## config.mk

```make
export PLATFORM = sky130hd
export DESIGN_NAME = scara_cmd_scheduler
export DESIGN_NICKNAME = d
export VERILOG_FILES = /design/src/rtl/scara_pkg.sv /design/src/rtl/scara_cmd_fifo.sv /design/src/rtl/scara_cmd_scheduler.sv
export SDC_FILE = /design/constraint.sdc
export NUM_CORES = 1
export LEC_CHECK = 0
export ABC_AREA = 1
export CAP_MARGIN = 20
export CORE_ASPECT_RATIO = 2
export CORE_MARGIN = 2
export CORE_UTILIZATION = 47
export CTS_BUF_LIST = sky130_fd_sc_hd__clkbuf_8
export DETAILED_ROUTE_END_ITERATION = 6
export PLACE_DENSITY = 0.65
export SLEW_MARGIN = 15
export SYNTH_ARGS = -nofsm -noshare
export SYNTH_HDL_FRONTEND = slang
export SYNTH_SLANG_ARGS = --single-unit
export TNS_END_PERCENT = 1
```

## constraint.sdc

```tcl
create_clock -name clk -period 8.2 [get_ports clk]
set_clock_uncertainty 0.15 [all_clocks]
set_input_delay 0.82 -clock clk [delete_from_list [all_inputs] [get_ports clk]]
set_output_delay 0.82 -clock clk [all_outputs]
set_load 0.01 [all_outputs]
```

## src/rtl/scara_pkg.sv

```systemverilog
// Shared types for the SCARA command scheduler: queued command layout, scheduler states,
// and control-word bit positions.
package scara_pkg;

    localparam int CTRL_MOVE = 0;
    localparam int CTRL_REL  = 2;
    localparam int CTRL_PEN  = 3;
    localparam int CTRL_TOOL = 4;

    typedef struct packed {
        logic [4:0]  ctrl;
        logic [13:0] x;
        logic [13:0] y;
        logic        pen;
    } scara_cmd_t;

    typedef enum logic [1:0] {
        IDLE  = 2'd0,
        ISSUE = 2'd1,
        DRAIN = 2'd2,
        FAULT = 2'd3
    } sched_state_t;

endpackage

```

## src/rtl/scara_cmd_fifo.sv

```systemverilog
// Synchronous command FIFO with registered count; flush empties it on the next edge and
// beats a simultaneous push. Pushes when full and pops when empty are ignored.
module scara_cmd_fifo
    import scara_pkg::*;
#(
    parameter int DEPTH = 8
) (
    input  logic                     clk,
    input  logic                     reset,
    input  logic                     push,
    input  scara_cmd_t               push_data,
    input  logic                     pop,
    input  logic                     flush,
    output scara_cmd_t               head,
    output logic                     full,
    output logic                     empty,
    output logic [$clog2(DEPTH):0]   count
);

    localparam int AW = $clog2(DEPTH);
    localparam int CW = AW + 1;

    scara_cmd_t     mem [DEPTH];
    logic [AW-1:0]  wr_ptr;
    logic [AW-1:0]  rd_ptr;
    logic           do_push;
    logic           do_pop;

    assign full    = (count == CW'(DEPTH));
    assign empty   = (count == '0);
    assign do_push = push && !full;
    assign do_pop  = pop && !empty;
    assign head    = mem[rd_ptr];

    // Pointers are AW bits wide, so wrap modulo DEPTH falls out of the arithmetic.
    always_ff @(posedge clk) begin
        if (reset || flush) begin
            wr_ptr <= '0;
            rd_ptr <= '0;
            count  <= '0;
        end else begin
            if (do_push) wr_ptr <= wr_ptr + 1'b1;
            if (do_pop)  rd_ptr <= rd_ptr + 1'b1;
            count <= count + CW'(do_push) - CW'(do_pop);
        end
    end

    always_ff @(posedge clk) begin
        if (do_push && !flush && !reset) mem[wr_ptr] <= push_data;
    end

endmodule

```

## src/rtl/scara_cmd_scheduler.sv

```systemverilog
// Queues host commands and issues them one at a time to the motion controller with a watchdog.
// Optional SCARA_SCHED_STATS_EN adds done_count / fault_count statistics outputs.
module scara_cmd_scheduler
    import scara_pkg::*;
#(
    parameter int DEPTH          = 8,
    parameter int TIMEOUT_CYCLES = 1_000_000_000,
    parameter int TO_W           = 32
) (
    input  logic                   clk,
    input  logic                   reset,
    input  logic                   cmd_valid,
    output logic                   cmd_ready,
    input  logic [4:0]             cmd_ctrl,
    input  logic [13:0]            cmd_x,
    input  logic [13:0]            cmd_y,
    input  logic                   cmd_pen,
    input  logic                   flush,
    input  logic                   fault_clear,
    input  logic                   ctrl_ready,
    output logic                   ctrl_enable,
    output logic [4:0]             ctrl_state_reg,
    output logic [13:0]            ctrl_x,
    output logic [13:0]            ctrl_y,
    output logic                   ctrl_pen,
    output logic                   busy,
    output logic                   fault,
    output logic [$clog2(DEPTH):0] fifo_count
`ifdef SCARA_SCHED_STATS_EN
    ,
    output logic [15:0]            done_count,
    output logic [7:0]             fault_count
`endif
);

    sched_state_t    state;
    sched_state_t    state_nxt;
    scara_cmd_t      head;
    scara_cmd_t      push_data;
    logic            fifo_full;
    logic            fifo_empty;
    logic            pop;
    logic            issue;
    logic            wd_expired;
    logic            head_live;
    logic [TO_W-1:0] wd;

    assign push_data = '{ctrl: cmd_ctrl, x: cmd_x, y: cmd_y, pen: cmd_pen};
    assign cmd_ready = !fifo_full;

    scara_cmd_fifo #(.DEPTH(DEPTH)) u_fifo (
        .clk       (clk),
        .reset     (reset),
        .push      (cmd_valid),
        .push_data (push_data),
        .pop       (pop),
        .flush     (flush),
        .head      (head),
        .full      (fifo_full),
        .empty     (fifo_empty),
        .count     (fifo_count)
    );

    assign wd_expired = ((state == ISSUE) || (state == DRAIN)) &&
                        (wd == TO_W'(TIMEOUT_CYCLES - 1));

    always_ff @(posedge clk) begin
        if (reset) state <= IDLE;
        else       state <= state_nxt;
    end

    always_comb begin
        state_nxt = state;
        unique case (state)
            IDLE:  if (!fifo_empty && ctrl_ready) state_nxt = ISSUE;
            ISSUE: if (wd_expired)                state_nxt = FAULT;
                   else if (!ctrl_ready)          state_nxt = DRAIN;
            DRAIN: if (wd_expired)                state_nxt = FAULT;
                   else if (ctrl_ready)           state_nxt = IDLE;
            FAULT: if (fault_clear)               state_nxt = IDLE;
            default:                              state_nxt = IDLE;
        endcase
    end

    always_comb begin
        ctrl_enable = (state == ISSUE);
        fault       = (state == FAULT);
        busy        = (state != IDLE) || !fifo_empty;
    end

    assign issue = (state == IDLE) && (state_nxt == ISSUE);
    // The issued command leaves the queue when ISSUE ends, unless a flush already removed it.
    assign pop   = (state == ISSUE) && (state_nxt != ISSUE) && head_live;

    always_ff @(posedge clk) begin
        if (reset) begin
            ctrl_state_reg <= '0;
            ctrl_x         <= '0;
            ctrl_y         <= '0;
            ctrl_pen       <= 1'b0;
            wd             <= '0;
            head_live      <= 1'b0;
        end else begin
            if (issue) begin
                ctrl_state_reg <= head.ctrl;
                ctrl_x         <= head.x;
                ctrl_y         <= head.y;
                ctrl_pen       <= head.pen;
                head_live      <= 1'b1;
            end
            if (pop || flush) head_live <= 1'b0;
            if (issue)                                   wd <= '0;
            else if ((state == ISSUE) || (state == DRAIN)) wd <= wd + 1'b1;
        end
    end

`ifdef SCARA_SCHED_STATS_EN
    always_ff @(posedge clk) begin
        if (reset) begin
            done_count  <= '0;
            fault_count <= '0;
        end else begin
            if ((state == DRAIN) && (state_nxt == IDLE)) done_count <= done_count + 1'b1;
            if ((state != FAULT) && (state_nxt == FAULT) && (fault_count != 8'hFF))
                fault_count <= fault_count + 1'b1;
        end
    end
`endif

endmodule

```

# Yosys cells after proc, flatten, opt, wreduce, memory -nomap -nowiden

Memory sizes are Yosys's and may differ from the RTL's. A register that Yosys moved wholly into a read port is not among the register bits.
Cells that the tools add are included.

Register bits: 45
RAM bits: 272
Input bits: 40
Output and inout port bits: 42
Word-level logic and storage cells: 50
Memories kept: 1

Memories:

| name       | words | bits a word | read ports | clocked after memory_dff | wr ports | line                 | source |
|---|---|---|---|---|---|---|---|
| u_fifo.mem | 8     | 34          | 1          | 1                        | 1        | scara_cmd_fifo.sv:23 | `scara_cmd_t mem [DEPTH];` |

$add $sub $neg: 5
Equal/unequal tests: 7
Muxes and demuxes: 9
Reductions and logical operators: 22

Operators with widths:

| kind                                                                     | count |
|---|---|
| 32-bit by 1-bit adder with 32-bit output (second input constant)         | 1 |
| 32-bit by 30-bit == test with 1-bit output (second input constant)       | 1 |
| 2-bit two-way mux                                                        | 6 |
| 1-bit logical AND                                                        | 9 |
| 2-bit case mux with 4 select lines                                       | 1 |
| 3-bit by 1-bit adder with 3-bit output (second input constant)           | 2 |
| 4-bit by 1-bit adder with 4-bit output                                   | 1 |
| 2-bit by 1-bit == test with 1-bit output (second input constant)         | 2 |
| 2-bit == test (second input constant)                                    | 2 |
| 4-bit == test (second input constant)                                    | 1 |
| 1-bit logical NOT                                                        | 4 |
| 4-bit logical NOT                                                        | 1 |
| 1-bit logical OR                                                         | 4 |
| 2-bit OR reduction                                                       | 2 |
| 4-bit by 1-bit subtractor with 4-bit output                              | 1 |
| 2-bit logical NOT                                                        | 1 |
| 1-bit two-way mux                                                        | 2 |
| 2-bit by 1-bit inequality test with 1-bit output (second input constant) | 1 |
| 2-bit nonzero test                                                       | 1 |

# Logic depth before layout (Yosys ltp)

Gate-level depths: netlist of the first run.

Word-level depth: 10
Mapped depth: 23
Gate-level depth less buffers: 22

# By module

From an unflattened synthesis of the first run, not the netlist that was laid out.

Cells, all modules: 1778
Area, all modules: 15843.9 sq um

Modules (own cells, without submodules):

| module              | instances | cells each | area each (sq um) | sequential area each (sq um) |
|---|---|---|---|---|
| scara_cmd_fifo      | 1         | 1280       | 12505.7           | 8428.1 |
| scara_cmd_scheduler | 1         | 498        | 3338.2            | 1381.3 |

# Least setup slack after synthesis of the first run

Ideal clock, no wire load.

Path kind: in2reg
Start: in flush
End: mem u_fifo.mem[4][0] in the netlist's numbering, enable pin
Arrival time: 4.705 ns
Data required time: 7.539 ns
Setup slack: 2.834 ns
Stages: 3
Buffers on the path: 0
Cells stage by stage: nor2_1 clkinv_1 nor4_1

Longest elaborated chain between the ends: 5

Ends and longest elaborated chain:

| what                                    | line                      | source |
|---|---|---|
| from (decl)                             | scara_cmd_scheduler.sv:18 | `input logic flush,` |
| 1-bit logical NOT                       | scara_cmd_fifo.sv:49      | `if (do_push && !flush && !reset) mem[wr_ptr] <= push_data;` |
| 1-bit logical AND (2 in a row)          | scara_cmd_fifo.sv:49      |  |
| 1-bit two-way mux                       | scara_cmd_fifo.sv:49      |  |
| 1-bit two-way mux (not written as such) | scara_cmd_fifo.sv:49      |  |
| to (decl)                               | scara_cmd_fifo.sv:23      |  |

No other way between the ends.

# Worst setup path after layout of the first run

Start: reg state[1]
End: reg u_fifo.count[1]

Longest elaborated chain between the ends: 10
Elaborated cells on any way between the ends: 18
Classes of those cells: 1 x add/sub; 4 x eq/ne; 7 x mux; 6 x reduce/logical

Ends and longest elaborated chain:

| what                                                                             | line                                                                            | source |
|---|---|---|
| from (decl)                                                                      | scara_cmd_scheduler.sv:36                                                       | `sched_state_t state;` |
| from (signal assigned)                                                           | scara_cmd_scheduler.sv:69                                                       | `else state <= state_nxt;` |
| 2-bit by 1-bit == test with 1-bit output / 2-bit == test (equally long branches) | scara_cmd_scheduler.sv:64, scara_cmd_scheduler.sv:74, scara_cmd_scheduler.sv:93 |  |
| 1-bit logical OR                                                                 | scara_cmd_scheduler.sv:64                                                       | `assign wd_expired = ((state == ISSUE) \|\| (state == DRAIN)) &&` |
| 1-bit logical AND                                                                | scara_cmd_scheduler.sv:64                                                       |  |
| 2-bit two-way mux, on equally long branches                                      | scara_cmd_scheduler.sv:78, scara_cmd_scheduler.sv:76                            |  |
| 2-bit case mux with 4 select lines                                               | scara_cmd_scheduler.sv:74                                                       | `unique case (state)` |
| 2-bit by 1-bit inequality test with 1-bit output                                 | scara_cmd_scheduler.sv:93                                                       | `assign pop = (state == ISSUE) && (state_nxt != ISSUE) && head_live;` |
| 1-bit logical AND (*) (2 in a row)                                               | scara_cmd_scheduler.sv:93                                                       |  |
| 1-bit logical AND (*)                                                            | scara_cmd_fifo.sv:32                                                            | `assign do_pop = pop && !empty;` |
| via u_fifo.do_pop                                                                | scara_cmd_fifo.sv:27                                                            | `logic do_pop;` |
| 4-bit by 1-bit subtractor with 4-bit output (*)                                  | scara_cmd_fifo.sv:44                                                            | `count <= count + CW'(do_push) - CW'(do_pop);` |
| to (signal assigned)                                                             | scara_cmd_fifo.sv:44                                                            |  |
| to (decl)                                                                        | scara_cmd_fifo.sv:17                                                            | `output logic [$clog2(DEPTH):0] count` |

Mark *: on every way through the listed nets, which the timed path passes. The rest lies on a longest branch.
A chain may end at the register's enable or synchronous reset.

==> results of run 1 <==
==> report_power, final <==
part / internal, mW / switching (mW)
Sequential: 1.95 / 0.0146
Clock: 0.781 / 0.650
Combinational: 0.0914 / 0.125
Total: 2.82 / 0.789
==> synthesized netlist by cell type, drive strengths merged (2+ instances only) <==
| library cell | n | area, sq um |
|---|---|---|
| ha | 14 | 175 |
| o22ai | 34 | 213 |
| xnor2 | 7 | 61.3 |
| nor3b | 2 | 15.0 |
| o221ai | 18 | 158 |
| nor2 | 226 | 875 |
| nand2 | 228 | 873 |
| edfxtp | 272 | 8170 |
| nor3 | 16 | 91.3 |
| o21ai | 141 | 706 |
| nand4 | 8 | 50.1 |
| clkinv | 2 | 7.51 |
| a32o | 16 | 160 |
| clkbuf | 44 | 165 |
| xor2 | 18 | 158 |
| or2 | 5 | 31.3 |
| nand3 | 20 | 123 |
| nor4 | 5 | 31.3 |
| a21o | 2 | 15.0 |
| buf | 20 | 103 |
| dfxtp | 79 | 1580 |
| inv | 105 | 394 |
| a21oi | 30 | 154 |
==> through the flow <==
step,std cells,hold slack [ns],setup WS [ns]
global route,1812,0.355,4.28
CTS,1810,0.337,4.27
detailed placement,1721,0.326,4.18
finish,1812,0.335,4.62
global placement,1718,0.304,4.32
floorplan,1317,0.290,2.83
==> worst paths after layout <==
path / start / end / cells after the start
worst max-delay path: state[1]$_SDFF_PP0_ / u_fifo.count[1]$_SDFF_PP0_ / 19
worst min-delay path: wd[31]$_SDFFE_PP0N_ / wd[31]$_SDFFE_PP0N_ / 2
worst max register to register: state[1]$_SDFF_PP0_ / u_fifo.count[1]$_SDFF_PP0_ / 19
worst min register to register: wd[31]$_SDFFE_PP0N_ / wd[31]$_SDFFE_PP0N_ / 2
==> cells in the final DEF (no fill, tap or decap), types with 2 or more instances in the layout <==
| cell | n |
|---|---|
| a21o_1 | 2 |
| a21oi_1 | 29 |
| a32o_1 | 16 |
| buf_16 | 3 |
| buf_4 | 16 |
| bufinv_16 | 4 |
| clkbuf_8 | 59 |
| clkdlybuf4s50_1 | 81 |
| clkinv_1 | 6 |
| clkinv_2 | 11 |
| dfxtp_1 | 77 |
| edfxtp_1 | 272 |
| ha_1 | 14 |
| inv_1 | 113 |
| nand2_1 | 223 |
| nand2_2 | 4 |
| nand3_1 | 17 |
| nand3_2 | 2 |
| nand4_1 | 8 |
| nor2_1 | 220 |
| nor2_4 | 4 |
| nor3_1 | 11 |
| nor3_2 | 4 |
| nor3b_1 | 2 |
| nor4_1 | 4 |
| o21ai_0 | 141 |
| o221ai_1 | 18 |
| o22ai_1 | 34 |
| or2_2 | 5 |
| xnor2_1 | 7 |
| xor2_1 | 18 |
==> layout make-up <==
type / count / area [sq um]
Timing Repair Buffer: 101 / 1030
Sequential cell: 351 / 9750
Clock buffer: 59 / 812
Antenna cell: 1 / 2.50
Tap cell: 368 / 460
Multi-Input combinational cell: 795 / 3990
Clock inverter: 30 / 235
Inverter: 107 / 404
Fill cell: 2574 / 13500
==> critical path: cells and delay by family (launching register included) <==
family | cells | cell delay (ns)
and+or+nand+nor | 10 | 1.04
AOI/OAI and AO/OA | 1 | 0.14
buffers and inverters | 4 | 0.28
DFF | 1 | 0.44
adders and majority gates | 4 | 1.44
==> layer usage <==
metal | GRT usage, % | routed length [um] | vias up
met3 | 3.26 | 1450 | 105
met5 | 0 | 0 | -
met2 | 40.6 | 18300 | 251
met4 | 10.3 | 1610 | 0
li1 | - | - | 4702
met1 | 22.5 | 12300 | 4708
==> logic make-up (layout without fill, tap and decap cells) <==
logic type               count (synthesis)  after routing
AND/OR/NAND/NOR                        511            511
flip-flops                             351            351
AO/OA/AOI/OAI                          244            244
buffers and inverters                  171            297
XOR/XNOR                                25             25
adder cells (fa/ha/maj)                 15             15
other                                    0              1
==> results.md, run 1 <==
- Status: finished, final reports clean
- Post-CTS Repair Setup Buffers: 0
- Final setup vio count: 0
- Worst-Margin Slew: 0.824 ns
- Fmax: 0.280 GHz
- Final Max Slew Viols: 0
- Mapped Area: 14,400 sq um
- Starting density of the core: 47.6%
- Mux contribution to synthesized area: 0%
- Seq/Total Area, Yosys: 67.9%
- Syn avg cell area: 10.9 sq um
- FP Rows: 90
- Slew headroom: 45.1%
- Wirelength per Cell: 18.6 um
- Crit path kind: register to register
- Syn Inst Count: 1,317
- Clk pin slew, worst setup/hold paths: 0.07 ns
- Worst-Skew Late Latency: 0.58 ns
- Antenna viol nets, final: 0
- Vias in the first global route: 10,000
- Hold_buf cts: 0
- Fin Setup TNS: 0 ns
- Die area: 32,000 sq um
- Hold Crit Class: register to register
- Initial antenna violation count: 1
- First-pass GRT wire length: 52,800 um
- Crit-path max cell delay: 0.49 ns
- Initial detailed-routing violation count: 544
- Post-synth EDFFs: 272
- Clock buffer depth: 3
- Power Total: 3.61 mW
- VDD IR max: 0.149 mV
- Crit path DAT: 3.93 ns
- Routed wire length: 33,700 um
- Core area: 30,200 sq um
- Remaining routing DRC violations: 0
- Biggest regs: u_fifo.mem (272), wd (32)
- Adder-cell share of the synthesized area: 1.36%
- Ys async rst share: 0%
- Max Cap Viol: 0
- First-pass DRT Iterations: 5
- Synth Area in Compound Gates: 9.94%
- H-tree depth: 2
- Synth Warn #: 0
- Final period util: 43.6%
- Area growth syn-to-layout: 16.2%
- I/O Buffers: 81
- Top reg by flops: u_fifo.mem
- IO Pins: 82
- CTS tree: yes
- Post-CTS sizing: 0
- Pwr Density: 216 nW/um^2
- Crit. End Element: register
- GRT overflow: 0
- Primary FF master, synth: edfxtp_1
- Crit start category: register
- Die height: 251 um
- Largest family of logic cells by synthesized area: simple AND/OR/NAND/NOR gates
- R2r setup slk: 4.62 ns
- Worst path cell trace: inv_1 > ha_1 > nand2_1 > nor2_1 > nand2_1 > nor2_1 > nand3_2 > a21oi_2 > nand2_2 > nand2_4 > nand3_4 > nand3_1 > inv_1 > ha_1 > inv_1 > ha_1 > fa_1 > inv_1 > nor2_1
- Simple-gate share of the synthesized area: 14.6%
- CP max-delay cell: fa_1
- Share of cells above drive strength 1: 8.66%
- CP Data Required Time: 8.55 ns
- DR vias: 9,766
- Distinct cells, synth: 40
- RSZ-0062 raised after global routing: no
- Synth Area in XOR/XNOR: 1.53%
- Root Driver: clkbuf_8
- DP Area: 15,600 sq um
- CP Max Fanout: 8
- Post-layout util: 55.3%
- Max reg flops: 272
- Aggregate global-route resource usage: 21.4%
- # clock sinks: 351
- Cts bufs inserted: 49
- Fin nets: 1,460
- Post-route cell area: 16,700 sq um
- Flops & latches, synth: 351
- Leakage Power: 6.00 nW
- Minimum clock period: 3.58 ns
- Vias per inst: 5.39
- Crit-path most repeated cell: inv_1
- Placer Congestion: 0.876
- Mapped Nets: 1,372
- Final Hold Vio Count: 0
- Largest net degree at the start of global routing: 81
- DIE WIDTH: 128 um
- DP Wirelength: 20,600 um
Power figures use the tool's default switching activity.
==> inputs of run 2 (changes only) <==
clock period = 3.71 ns   (was 8.2 ns; I/O delays follow)
==> run 2 against run 1 <==
Cell count about the same. Sequential power increased by 120%. Flip-flop and latch count unchanged. Fmax up 7.9%. First-iteration DRC count up 3.7%. Clock power increased by 100%. Register-to-register slack got worse by 4.2 ns. Core utilization about the same. Hold slack worse by 0.018 ns. Cell area about the same. Power grew 110%. Critical endpoint is now u_fifo.count[2]$_SDFF_PP0_. Largest cell class unchanged.
==> results.md, run 2 (synthesis gave the netlist of run 1 again) <==
- Most frequent cells in the layout: 272 x edfxtp_1, 223 x nand2_1, 220 x nor2_1 (unchanged)
- First-pass GRT wire length: 50,100 um (was 52,800 um)
- First-pass DRT Iterations: 7 (was 5)
- Grt met2 use: 38.3% (was 40.6%)
- Wirelength per Cell: 17.7 um (was 18.6 um)
- Final Max Slew Viols: 0 (unchanged)
- Power Total: 7.67 mW (was 3.61 mW)
- Final setup vio count: 0 (unchanged)
- RR Startpoint: state[1]$_SDFF_PP0_ (unchanged)
- M1 GR Usage: 21.7% (was 22.5%)
- Fillers: 2,623 (was 2,574)
- Worst hold path startpoint: head_live$_SDFFE_PP0P_ (was wd[31]$_SDFFE_PP0N_)
- GRT busiest layer: met2 (unchanged)
- CTS tree: yes (unchanged)
- Biggest regs: u_fifo.mem (272), wd (32) (unchanged)
- Clock buffer depth: 3 (unchanged)
- Max reg flops: 272 (unchanged)
- DR vias: 9,820 (was 9,766)
- Routed wire length: 32,100 um (was 33,700 um)
- VDD IR max: 0.324 mV (was 0.149 mV)
- WHS Path Cells: 1 (was 2)
- Clk pin slew, worst setup/hold paths: 0.07 ns (about the same)
- Initial antenna violation count: 1 (unchanged)
- Antenna viol nets, final: 0 (unchanged)
- # clock sinks: 351 (unchanged)
- Post-CTS sizing: 0 (unchanged)
- Post-route cell area: 16,700 sq um (about the same)
- Fmax: 0.302 GHz (was 0.280 GHz)
- Fin Setup TNS: 0 ns (unchanged)
- Die height: 251 um (unchanged)
- Remaining routing DRC violations: 0 (unchanged)
- CP Data Required Time: 4.02 ns (was 8.55 ns)
- Aggregate global-route resource usage: 20.1% (was 21.4%)
- RSZ-0062 raised after global routing: no (unchanged)
- Initial detailed-routing violation count: 564 (was 544)
- Starting density of the core: 47.6% (unchanged)
- Min-Delay Endpoint: head_live$_SDFFE_PP0P_ (was wd[31]$_SDFFE_PP0N_)
- CP Max Fanout: 7 (was 8)
- Max Cap Viol: 0 (unchanged)
- Crit start category: register (unchanged)
- Final period util: 89.3% (was 43.6%)
- Fin nets: 1,460 (unchanged)
- Die area: 32,000 sq um (unchanged)
- Area of the multi-input gates: 4000 sq um (was 3990 sq um)
- DIE WIDTH: 128 um (unchanged)
- Crit. End Element: register (unchanged)
- Post-layout util: 55.3% (about the same)
- FP Rows: 90 (unchanged)
- Final Hold Vio Count: 0 (unchanged)
- Root Driver: clkbuf_8 (unchanged)
- GRT overflow: 0 (unchanged)
- Minimum clock period: 3.31 ns (was 3.58 ns)
- Seq. cell area: 9750 sq um (unchanged)
- Placer Congestion: 0.805 (was 0.876)
- DP Wirelength: 18,400 um (was 20,600 um)
- Worst-Skew Late Latency: 0.57 ns (was 0.58 ns)
- Slew headroom: 45.9% (was 45.1%)
- FF-to-FF path depth: 19 (unchanged)
- Leakage Power: 6.00 nW (about the same)
- Top reg by flops: u_fifo.mem (unchanged)
- Largest net degree at the start of global routing: 62 (was 81)
- Post-CTS Repair Setup Buffers: 0 (unchanged)
- Area growth syn-to-layout: 16.2% (about the same)
- Vias per inst: 5.42 (was 5.39)
- Worst r2r dst: u_fifo.count[2]$_SDFF_PP0_ (was u_fifo.count[1]$_SDFF_PP0_)
- Dpl cells: 1,724 (was 1,721)
- Hold Crit Class: register to register (unchanged)
- Share of cells above drive strength 1: 7.77% (was 8.66%)
- R2r setup slk: 0.40 ns (was 4.62 ns)
- Fin cells: 1,811 (was 1,812)
- Hold_buf cts: 0 (unchanged)
- Vias in the first global route: 9,816 (was 10,000)
- Worst-Margin Slew: 0.810 ns (was 0.824 ns)
- Crit path kind: register to register (unchanged)
- Crit path DAT: 3.62 ns (was 3.93 ns)
- Cts bufs inserted: 46 (was 49)
- I/O Buffers: 81 (unchanged)
- H-tree depth: 2 (unchanged)
- Core area: 30,200 sq um (unchanged)
- DP Area: 15,700 sq um (was 15,600 sq um)
- IO Pins: 82 (unchanged)
- Pwr Density: 460 nW/um^2 (was 216 nW/um^2)
- Most common cell after layout, fill and taps aside: edfxtp_1 (unchanged)
- Status: finished, final reports clean (unchanged)
- GR Util met3: 3.43% (was 3.26%)
[run 2: cell count changes in the layout (fill, tap and decap cells not counted), sizes merged]
cell      change
inv          +10
clkinv        -6
clkbuf        -6
bufinv        -1
clkinvlp      -1
buf           +3
[run 2: worst max-delay path by stage]
stage                                     startpoint  slack, ns                         end
after global routing             state[0]$_SDFF_PP0_       0.07  u_fifo.count[2]$_SDFF_PP0_
after global placement           state[1]$_SDFF_PP0_       0.50  u_fifo.count[2]$_SDFF_PP0_
after floorplan           u_fifo.count[2]$_SDFF_PP0_      -0.45  u_fifo.mem[2][0]$_DFFE_PP_
final                            state[1]$_SDFF_PP0_       0.40  u_fifo.count[2]$_SDFF_PP0_
after detailed placement         state[1]$_SDFF_PP0_       0.40  u_fifo.count[2]$_SDFF_PP0_
after CTS                        state[1]$_SDFF_PP0_       0.39  u_fifo.count[2]$_SDFF_PP0_
[run 2: per-layer routing]
| layer | up-vias | routed length (um) |
|---|---|---|
| li1 | 4703 | - |
| met1 | 4808 | 12000 |
| met2 | 243 | 17500 |
| met3 | 66 | 1600 |
| met4 | 0 | 917 |
| met5 | - | 0 |
[run 2: worst max-delay path, cell delays in order, from the launching register on]
cell and delay (ns):
dfxtp_1 0.42, inv_1 0.12, ha_1 0.31, nand2_1 0.07, nor2_1 0.10, nand2_1 0.05, nor2_1 0.11, nand3_2 0.12
a21oi_2 0.16, nand2_2 0.09, nand2_4 0.08, nand3_4 0.12, nand3_1 0.15, inv_1 0.06, ha_1 0.26, inv_1 0.04
ha_1 0.20, fa_1 0.39, xnor2_1 0.14, nor2_1 0.05
[run 2: cell type report]
type | instances | area share (%)
Timing Repair Buffer | 104 | 6.77
Tap cell | 368 | 2.76
Clock buffer | 53 | 4.37
Inverter | 107 | 2.42
Antenna cell | 1 | 0.0150
Clock inverter | 32 | 1.21
Multi-Input combinational cell | 795 | 24.0
Sequential cell | 351 | 58.5
[run 2: power by group]
| group | switching, mW | internal (mW) |
|---|---|---|
| clock network | 1.35 | 1.51 |
| registers | 0.0341 | 4.30 |
| logic | 0.270 | 0.205 |
| total | 1.66 | 6.01 |
[run 2: metrics by stage]
stage                     setup slack [ns]  hold slack [ns]
after floorplan                     -0.454            0.290
after global placement               0.504            0.302
after detailed placement             0.402            0.305
after CTS                            0.386            0.284
after global routing                0.0700            0.300
final                                0.396            0.316
==> inputs of run 3 (changes only) <==
clock period = 3.3 ns   (was 3.71 ns; I/O delays follow)
==> run 3 against run 2 <==
Flip-flop and latch count is the same. Routed wire length grew 0.32%. Cell count grew 0.61%. Critical endpoint unchanged. Highest routed layer unchanged.
==> results.md, run 3 (synthesis gave the netlist of run 1 again) <==
- First-pass DRT Iterations: 5 (was 7)
- Sequential share of power: 55.6% (was 56.5%)
- Biggest regs: u_fifo.mem (272), wd (32) (unchanged)
- Max reg flops: 272 (unchanged)
- Remaining routing DRC violations: 0 (unchanged)
- Switching power: 1.94 mW (was 1.66 mW)
- DIE WIDTH: 128 um (unchanged)
- Buf/Inv on CP: 3 (unchanged)
- Starting density of the core: 47.6% (unchanged)
- Root Driver: clkbuf_8 (unchanged)
- Area growth syn-to-layout: 16.8% (was 16.2%)
- Cell Int Power: 6.82 mW (was 6.01 mW)
- I/O Buffers: 81 (unchanged)
- Worst setup startpoint: state[1]$_SDFF_PP0_ (unchanged)
- DP Wirelength: 18,900 um (was 18,400 um)
- FP Rows: 90 (unchanged)
- FF-to-FF path depth: 19 (unchanged)
- Crit. End Element: register (unchanged)
- Fin Setup TNS: 0 ns (unchanged)
- RR Startpoint: state[1]$_SDFF_PP0_ (unchanged)
- Crit start category: register (unchanged)
- Die area: 32,000 sq um (unchanged)
- Hold_buf cts: 0 (unchanged)
- CP Data Required Time: 3.62 ns (was 4.02 ns)
- Routed wire length: 32,200 um (was 32,100 um)
- CTS tree: yes (unchanged)
- Top reg by flops: u_fifo.mem (unchanged)
- VDD IR max: 0.363 mV (was 0.324 mV)
- Clock Power Share: 38.3% (was 37.3%)
- Delay-heaviest family, CP: adder cells (unchanged)
- Sw frac: 22.2% (was 21.6%)
- Vias per inst: 5.37 (was 5.42)
- First-pass GRT wire length: 50,700 um (was 50,100 um)
- Initial antenna violation count: 2 (was 1)
- Worst-Margin Slew: 0.726 ns (was 0.810 ns)
- Placer Congestion: 0.832 (was 0.805)
- Fmax: 0.327 GHz (was 0.302 GHz)
- Vias in the first global route: 9,967 (was 9,816)
- Hold Crit Class: input port to register (was register to register)
- Fin nets: 1,468 (was 1,460)
- Pwr Density: 523 nW/um^2 (was 460 nW/um^2)
- Minimum clock period: 3.06 ns (was 3.31 ns)
- Fin cells: 1,822 (was 1,811)
- Final setup vio count: 0 (unchanged)
- Wirelength per Cell: 17.6 um (was 17.7 um)
- Most frequent cells in the layout: 272 x edfxtp_1, 223 x nand2_1, 220 x nor2_1 (unchanged)
- IO Pins: 82 (unchanged)
- CP Max Fanout: 6 (was 7)
- R2r setup slk: 0.24 ns (was 0.40 ns)
- Power Total: 8.76 mW (was 7.67 mW)
- CP Capture Point: u_fifo.count[2]$_SDFF_PP0_ (unchanged)
- Slew headroom: 51.6% (was 45.9%)
- Max Cap Viol: 0 (unchanged)
- Worst path cell trace: inv_1 > ha_1 > nand2_1 > nor2_1 > nand2_1 > nor2_1 > nand3_2 > a21oi_2 > nand2_2 > nand2_4 > nand3_4 > nand3_1 > inv_1 > ha_1 > inv_1 > ha_1 > fa_1 > xnor2_1 > nor2_1 (unchanged)
- Initial detailed-routing violation count: 541 (was 564)
- Comb pwr share: 6.1% (was 6.2%)
- # clock sinks: 351 (unchanged)
- Post-CTS Repair Setup Buffers: 0 (unchanged)
- Final Max Slew Viols: 0 (unchanged)
- CP max-delay cell: fa_1 (was dfxtp_1)
- Final period util: 92.8% (was 89.3%)
- Die height: 251 um (unchanged)
- Leakage Power: 6.05 nW (was 6.00 nW)
- DP Area: 15,800 sq um (was 15,700 sq um)
- Antenna viol nets, final: 0 (unchanged)
- Critical path depth in cells: 19 (unchanged)
- Post-layout util: 55.6% (was 55.3%)
- Crit path DAT: 3.39 ns (was 3.62 ns)
- RSZ-0062 raised after global routing: yes (was no)
- Final Hold Vio Count: 0 (unchanged)
- Status: finished, final reports clean (unchanged)
- Crit-path max cell delay: 0.38 ns (was 0.42 ns)
- Aggregate global-route resource usage: 20.3% (was 20.1%)
- Worst r2r dst: u_fifo.count[2]$_SDFF_PP0_ (unchanged)
- Clock buffer depth: 3 (unchanged)
- Crit path kind: register to register (unchanged)
- Most common cell after layout, fill and taps aside: edfxtp_1 (unchanged)
- GRT overflow: 0 (unchanged)
- H-tree depth: 2 (unchanged)
- Worst-Skew Late Latency: 0.59 ns (was 0.57 ns)
- Core area: 30,200 sq um (unchanged)
- Clk pin slew, worst setup/hold paths: 0.06 ns (was 0.07 ns)
- DR vias: 9,784 (was 9,820)
- Post-route cell area: 16,800 sq um (was 16,700 sq um)
- Largest net degree at the start of global routing: 139 (was 62)
- Share of cells above drive strength 1: 8.88% (was 7.77%)
- Cts bufs inserted: 48 (was 46)
- Dpl cells: 1,731 (was 1,724)
[run 3: area by class of cell]
cell class | instances | area, sq um
fill | 2576 | 13400
sequential | 351 | 9760
multi-input combinational | 795 | 4000
timing repair buffer | 110 | 1160
clock buffer | 54 | 743
tap | 368 | 460
inverter | 107 | 404
clock inverter | 35 | 239
antenna | 2 | 5.00
[run 3: worst register-to-register path, cell delays in order, from the launching register on]
cell and delay (ns):
dfxtp_4 0.37, inv_1 0.08, ha_1 0.30, nand2_1 0.07, nor2_1 0.10, nand2_1 0.05
nor2_1 0.10, nand3_2 0.12, a21oi_2 0.15, nand2_2 0.08, nand2_4 0.08, nand3_4 0.06
nand3_1 0.09, inv_1 0.06, ha_1 0.26, inv_1 0.04, ha_1 0.20, fa_1 0.38
xnor2_1 0.15, nor2_1 0.05
[run 3: worst min path at each step]
stage | start | to | slack [ns] | depth (start not counted)
detailed placement | wd[31]$_SDFFE_PP0N_ | wd[31]$_SDFFE_PP0N_ | 0.32 | 2
finish | reset | state[1]$_SDFF_PP0_ | 0.24 | 2
CTS | reset | state[1]$_SDFF_PP0_ | 0.22 | 2
global placement | head_live$_SDFFE_PP0P_ | head_live$_SDFFE_PP0P_ | 0.30 | 1
floorplan | reset | state[0]$_SDFF_PP0_ | 0.25 | 1
global route | reset | state[1]$_SDFF_PP0_ | 0.24 | 2
[run 3: metrics by stage]
stage               hold slack, ns  setup slack (ns)
floorplan                    0.249            -0.864
detailed placement           0.323             0.104
finish                       0.239             0.239
CTS                          0.215            0.0959
global placement             0.303             0.210
global route                 0.240           -0.0132
[run 3: repair_timing]
action / in CTS / in global routing
resized for setup: 0 / 4
setup endpoints to repair: 0 / 3
hold endpoints to repair: 0 / 0
[run 3: routing by layer]
metal / wire length [um] / up-vias / global-route usage (%)
li1: - / 4733 / -
met1: 12600 / 4701 / 23.0
met5: 0 / - / 0
met2: 16800 / 266 / 36.8
met4: 1260 / 0 / 9.64
met3: 1500 / 84 / 3.49
[run 3: power groups by stage]
| stage | logic (mW) | clock network, mW | registers (mW) |
|---|---|---|---|
| 2_1_floorplan | 0.236 | 0 | 4.99 |
| 3_3_place_gp | 0.536 | 0 | 4.97 |
| 3_5_place_dp | 0.543 | 0 | 4.97 |
| 4_1_cts | 0.547 | 3.44 | 4.87 |
| 5_1_grt | 0.604 | 3.61 | 4.88 |
| 6_report | 0.538 | 3.35 | 4.87 |
